--- src/rtl/xmuladdlite_seq.sv ---
// Sequencer for one muladdlite MAC: queues configuration words and issues them
// one at a time (conf, init pulse, timed run, pipeline drain), then signals done.
module xmuladdlite_seq #(
  parameter int unsigned N_W        = 5,
  parameter int unsigned MEM_ADDR_W = 10,
  parameter int unsigned PERIOD_W   = 5,
  parameter int unsigned SHIFT_W    = 5,
  parameter int unsigned CONF_W     = 3*N_W + MEM_ADDR_W + 2*PERIOD_W + SHIFT_W + 3,
  parameter int unsigned DEPTH      = 4,
  parameter int unsigned PIPE_LAT   = 6
) (
  input  logic                         clk,
  input  logic                         rst,
  input  logic                         cfg_valid,
  output logic                         cfg_ready,
  input  logic [CONF_W-1:0]            cfg_data,
  input  logic                         go,
  output logic [CONF_W-1:0]            mac_conf,
  output logic                         mac_init,
  output logic                         mac_addrgen_rst,
  output logic                         busy,
  output logic                         done,
  output logic [$clog2(DEPTH+1)-1:0]   n_pending
);

  localparam int unsigned PTR_W     = $clog2(DEPTH);
  localparam int unsigned CNT_W     = $clog2(DEPTH+1);
  localparam int unsigned RUN_W     = MEM_ADDR_W + PERIOD_W + 1;
  localparam int unsigned DELAY_LSB = SHIFT_W + 3;
  localparam int unsigned PER_LSB   = DELAY_LSB + PERIOD_W;
  localparam int unsigned ITER_LSB  = PER_LSB + PERIOD_W;

  typedef enum logic [2:0] {
    S_IDLE  = 3'd0,
    S_LOAD  = 3'd1,
    S_INIT  = 3'd2,
    S_RUN   = 3'd3,
    S_DRAIN = 3'd4
  } state_t;

  state_t state, state_nxt;

  logic [CONF_W-1:0]     mem [DEPTH];
  logic [PTR_W-1:0]      wr_ptr, rd_ptr;
  logic [CNT_W-1:0]      count_nxt;
  logic                  push_c, pop_c, fifo_empty_c;

  logic [RUN_W-1:0]      cnt;
  logic [RUN_W-1:0]      run_len_c;
  logic [MEM_ADDR_W-1:0] cur_iter_c;
  logic [PERIOD_W-1:0]   cur_period_c, cur_delay_c, per_eff_c;
  logic                  cnt_last_c;

  logic                  mac_init_nxt, addrgen_rst_nxt, busy_nxt, done_nxt;

  // Fields of the word currently held on mac_conf
  assign cur_iter_c   = mac_conf[ITER_LSB +: MEM_ADDR_W];
  assign cur_period_c = mac_conf[PER_LSB  +: PERIOD_W];
  assign cur_delay_c  = mac_conf[DELAY_LSB +: PERIOD_W];
  assign per_eff_c    = (cur_period_c == '0) ? PERIOD_W'(1) : cur_period_c;
  assign run_len_c    = RUN_W'(cur_delay_c) + RUN_W'(cur_iter_c) * RUN_W'(per_eff_c);
  assign cnt_last_c   = (cnt == RUN_W'(1));

  assign fifo_empty_c = (n_pending == '0);
  assign push_c       = cfg_valid & cfg_ready;
  // The head is popped on the edge that enters LOAD, so mac_conf is valid during LOAD
  assign pop_c        = (state_nxt == S_LOAD);

  // State register
  always_ff @(posedge clk) begin
    if (rst) state <= S_IDLE;
    else     state <= state_nxt;
  end

  // Next-state logic
  always_comb begin
    state_nxt = state;
    unique case (state)
      S_IDLE:  if (go && !fifo_empty_c) state_nxt = S_LOAD;
      S_LOAD: begin
        if (cur_iter_c != '0)   state_nxt = S_INIT;
        else if (!fifo_empty_c) state_nxt = S_LOAD;
        else                    state_nxt = S_IDLE;
      end
      S_INIT:  state_nxt = S_RUN;
      S_RUN:   if (cnt_last_c) state_nxt = S_DRAIN;
      S_DRAIN: if (cnt_last_c) state_nxt = fifo_empty_c ? S_IDLE : S_LOAD;
      default: state_nxt = S_IDLE;
    endcase
  end

  // Output decode; values are registered on the edge that enters the next state
  always_comb begin
    mac_init_nxt    = 1'b0;
    addrgen_rst_nxt = 1'b0;
    busy_nxt        = 1'b0;
    done_nxt        = 1'b0;
    mac_init_nxt    = (state_nxt == S_INIT);
    addrgen_rst_nxt = (state_nxt == S_IDLE);
    busy_nxt        = (state_nxt != S_IDLE);
    done_nxt        = (state_nxt == S_IDLE) && (go || (state != S_IDLE));
  end

  always_ff @(posedge clk) begin
    if (rst) begin
      mac_init        <= 1'b0;
      mac_addrgen_rst <= 1'b1;
      busy            <= 1'b0;
      done            <= 1'b0;
    end else begin
      mac_init        <= mac_init_nxt;
      mac_addrgen_rst <= addrgen_rst_nxt;
      busy            <= busy_nxt;
      done            <= done_nxt;
    end
  end

  // Shared run/drain down-counter
  always_ff @(posedge clk) begin
    if (rst) begin
      cnt <= '0;
    end else begin
      unique case (state)
        S_INIT:  cnt <= run_len_c;
        S_RUN:   cnt <= cnt_last_c ? RUN_W'(PIPE_LAT) : cnt - RUN_W'(1);
        S_DRAIN: cnt <= cnt - RUN_W'(1);
        default: cnt <= cnt;
      endcase
    end
  end

  // FIFO storage (contents need no reset; pointers define validity)
  always_ff @(posedge clk) begin
    if (push_c) mem[wr_ptr] <= cfg_data;
  end

  always_comb begin
    count_nxt = n_pending;
    unique case ({push_c, pop_c})
      2'b10:   count_nxt = n_pending + CNT_W'(1);
      2'b01:   count_nxt = n_pending - CNT_W'(1);
      default: count_nxt = n_pending;
    endcase
  end

  // FIFO pointers, occupancy, ready and the registered MAC config
  always_ff @(posedge clk) begin
    if (rst) begin
      wr_ptr    <= '0;
      rd_ptr    <= '0;
      n_pending <= '0;
      cfg_ready <= 1'b1;
      mac_conf  <= '0;
    end else begin
      if (push_c) wr_ptr <= wr_ptr + PTR_W'(1);
      if (pop_c) begin
        rd_ptr   <= rd_ptr + PTR_W'(1);
        mac_conf <= mem[rd_ptr];
      end
      n_pending <= count_nxt;
      cfg_ready <= (count_nxt != CNT_W'(DEPTH));
    end
  end

endmodule

--- config.mk ---
export PLATFORM = sky130hd
export DESIGN_NAME = xmuladdlite_seq
export DESIGN_NICKNAME = d
export VERILOG_FILES = /design/src/rtl/xmuladdlite_seq.sv
export SDC_FILE = /design/constraint.sdc
export NUM_CORES = 1
export LEC_CHECK = 0
export CAP_MARGIN = 20
export CORE_MARGIN = 3
export CORE_UTILIZATION = 45
export CTS_CLUSTER_DIAMETER = 150
export DETAILED_ROUTE_END_ITERATION = 8
export RECOVER_POWER = 100
export SLEW_MARGIN = 10
export SYNTH_ARGS = -nofsm -noshare
export SYNTH_HDL_FRONTEND = slang
export SYNTH_SLANG_ARGS = --single-unit
--- constraint.sdc ---
create_clock -name clk -period 5.3 [get_ports clk]
set_clock_uncertainty 0.1 [all_clocks]
set_input_delay 1.06 -clock clk [delete_from_list [all_inputs] [get_ports clk]]
set_output_delay 1.06 -clock clk [all_outputs]
set_load 0.01 [all_outputs]
==> flow_summary.ini <==
[critical_path]
crit_chain = nor4_1 -> nor2_1 -> nor2b_1 -> fa_1 -> inv_1 -> fa_1 -> fa_1 -> inv_1 -> ha_1 -> o21ai_0 -> o21ai_0 -> and3_1 -> nor3_1 -> o21ai_0 -> a2111oi_0
crit_type = reg -> reg
worstPathMaxFanout = 13
cp-start-kind = register
arrival_ns = 5.10
worst-path-buf-inv = 2
critPathRequiredTime_ns = 5.60
crit_path_end_kind = register
worst_path_max_delay_cell = dfxtp_1
crit_path_max_incr_delay_ns = 0.55
critPathTopFamily = adder cells

[synthesis]
synth.distinct_cells = 62
synthMuxAreaShare_pct = 8.73
synth-adder-area-share_pct = 9.50
synth_top_cell_by_area = edfxtp_1
syn_avg_cell_area_um2 = 13.2
syn_area_um2 = 11300
ys_warn_count = 0
yosysTopAreaCellShare_pct = 45.6
ys_ff_latch = 246
ys.flop_type = edfxtp_1
ys_top_cells_by_area = edfxtp_1, dfxtp_1, mux4_2, fa_1, ha_1
synth_compound_area_share_pct = 6.78
seq_area_frac_synth_pct = 58.7
synthSimpleGateAreaFrac_pct = 11.7
synthTopCellsByCount = edfxtp_1, nand2_1, dfxtp_1
synth.most_common_cell = edfxtp_1
syn_nets = 975
syn_inst = 860
synth-xor-area-share_pct = 1.01
async_flop_share_pct = 0
synth_top_family_by_area = simple AND/OR/NAND/NOR gates
synth_edf_count = 172

[detailed_routing]
vias_per_cell = 5.33
met1_length_um = 10500
routed_wl_um = 23900
routedWlPerCell_um = 18.4
vias = 6926
met3_length_um = 1270
routed.top_layer = met5
met2_wirelength_um = 11700
firstDrtPassIters = 4
antenna_left = 0
drt-initial-drc-count = 381
drcViolationCount = 0

[timing]
hold_viol_final = 0
tightest_slew_ns = 1.97
grt_setup_unrepaired = no
max_freq_ghz = 0.208
setup_viol = 0
slew_violations = 144
fin_crit_sh_pct = 90.6
setup_tns_ns = 0
timing.final.crit_period_ns = 4.80
slew_headroom_pct = -31.4

[clock_tree]
clock_latency_ns = 0.52
cts.repair.resized = 0
cts-root-buf = clkbuf_16
cts.hold.buffers_added = 0
path_clk_slew_ns = 0.06
postCtsSetupBuffers = 0
htree_levels = 1
cts_tree = yes
clock_sinks = 246
numCtsBuffers = 26
clockBufferDepth = 3

[floorplan]
die-height_um = 165
rows = 57
core_um2 = 24500
die-area_um2 = 27100
start_util_pct = 46.2
die_x_um = 165
ioPinCount = 98

[layout]
fin_util_pct = 54.6
drive_gt1_share_pct = 9.97
final_nets = 1069
seq_area_um2 = 6650
multi_input_area_um2 = 4260
syn2layout_area_growth_pct = 18.2
n_fill_cell = 2152

[job]
max_cap_viol_count = 5

[global_route]
track_usage_pct = 18.4
grt_max_degree = 49
grt_pass1_wl_um = 38900
antenna_found_initial = 6
overflow = 0
grt_pass1_vias = 7123

[power_and_ir_drop]
power_density_nw_per_um2 = 487
ir_drop_mv = 0.274
power.leakage_nw = 4.92

[status]
outcome = finished with violations
violations = max-capacitance violations, max-slew violations

[place]
gp_congestion = 0.788
io_buffers = 97
dp_hpwl_um = 15800

[worst_hold_path]
worstHoldPathType = reg -> reg
-- worst register-to-register path, delay by kind of cell (launching register included) --
kind / cells / cell delay [ns]
simple gates: 5 / 1.19
flops: 1 / 0.55
fa+ha+maj: 4 / 1.84
buf+inv: 2 / 0.09
compound gates: 4 / 0.92
-- metrics by stage --
step | instances | hold WS, ns | instance area, µm² | worst slack (ns) | total power [W]
after floorplan | 860 | 0.369 | 11300 | 1.14 | 0.00413
after global placement | 1250 | 0.346 | 12600 | 0.699 | 0.00487
after detailed placement | 1250 | 0.346 | 12600 | 0.493 | 0.00489
after CTS | 1297 | 0.354 | 13400 | 0.489 | 0.00668
after global routing | 1299 | 0.369 | 13400 | 0.0825 | 0.00696
final | 1299 | 0.350 | 13400 | 0.496 | 0.00652
-- where the power goes --
part           internal, W  switching, W
Combinational     0.000893       0.00111
Clock              0.00104      0.000734
Sequential         0.00239      0.000352
Total              0.00433       0.00219
-- registers in the layout, indices dropped and copies added, names as in the netlist --
name,cells
busy,1
n_pending,3
mac_conf,43
wr_ptr,2
mac_init,1
cnt,16
mem,172
rd_ptr,2
cfg_ready,1
state,3
mac_addrgen_rst,1
done,1
-- final timing paths --
path | from | to | slack (ns) | depth (start not counted)
setup / recovery | mac_conf[16]$_SDFFE_PP0N_ | cnt[7]$_SDFFE_PP0P_ | 0.50 | 15
hold reg to reg | mac_conf[42]$_SDFFE_PP0N_ | mac_conf[42]$_SDFFE_PP0N_ | 0.35 | 2
hold / removal | mac_conf[42]$_SDFFE_PP0N_ | mac_conf[42]$_SDFFE_PP0N_ | 0.35 | 2
setup reg to reg | mac_conf[16]$_SDFFE_PP0N_ | cnt[7]$_SDFFE_PP0P_ | 0.50 | 15
-- cells in the final DEF (no fill, tap or decap), types with 4 or more instances in the layout --
master and n:
clkinv_2 5, mux4_2 43, xor2_1 5, nor2_1 29, clkbuf_1 8, fa_1 30, o22ai_1 4, nor2b_1 13
dfxtp_1 72, and3_1 6, edfxtp_1 172, inv_1 57, nor3b_1 4, a211oi_1 4, o21a_1 5, clkbuf_16 27
dlygate4sd3_1 95, nor3_1 14, a31oi_1 9, and2_1 33, clkinv_1 4, a21oi_1 64, a21o_1 5, xnor2_1 8
o21ai_0 17, nor4_1 11, nand2_1 115, nand4_1 5, ha_1 38, or3_1 5, nand3_1 9
-- layout make-up --
class / count / share of cell area, %
Clock inverter: 16 / 1.06
Sequential cell: 246 / 49.7
Tap cell: 324 / 3.03
Clock buffer: 31 / 5.24
Multi-Input combinational cell: 517 / 31.8
Antenna cell: 2 / 0.0374
Inverter: 58 / 1.64
Timing Repair Buffer: 105 / 7.51
-- cells by family (layout without fill, tap and decap cells) --
family	after synthesis	count (layout)
adder cells (fa/ha/maj)	68	68
AND/OR/NAND/NOR	263	263
flip-flops	246	246
XOR/XNOR	13	13
other	0	2
multiplexers	45	45
buffers and inverters	97	210
AO/OA/AOI/OAI	128	128
-- per-layer routing --
layer / vias up / GRT usage, %
met1: 3391 / 24.9
met2: 162 / 31.2
met5: - / 0
met3: 36 / 3.51
met4: 8 / 3.58
li1: 3329 / -
(Power assumes the default switching activity.)
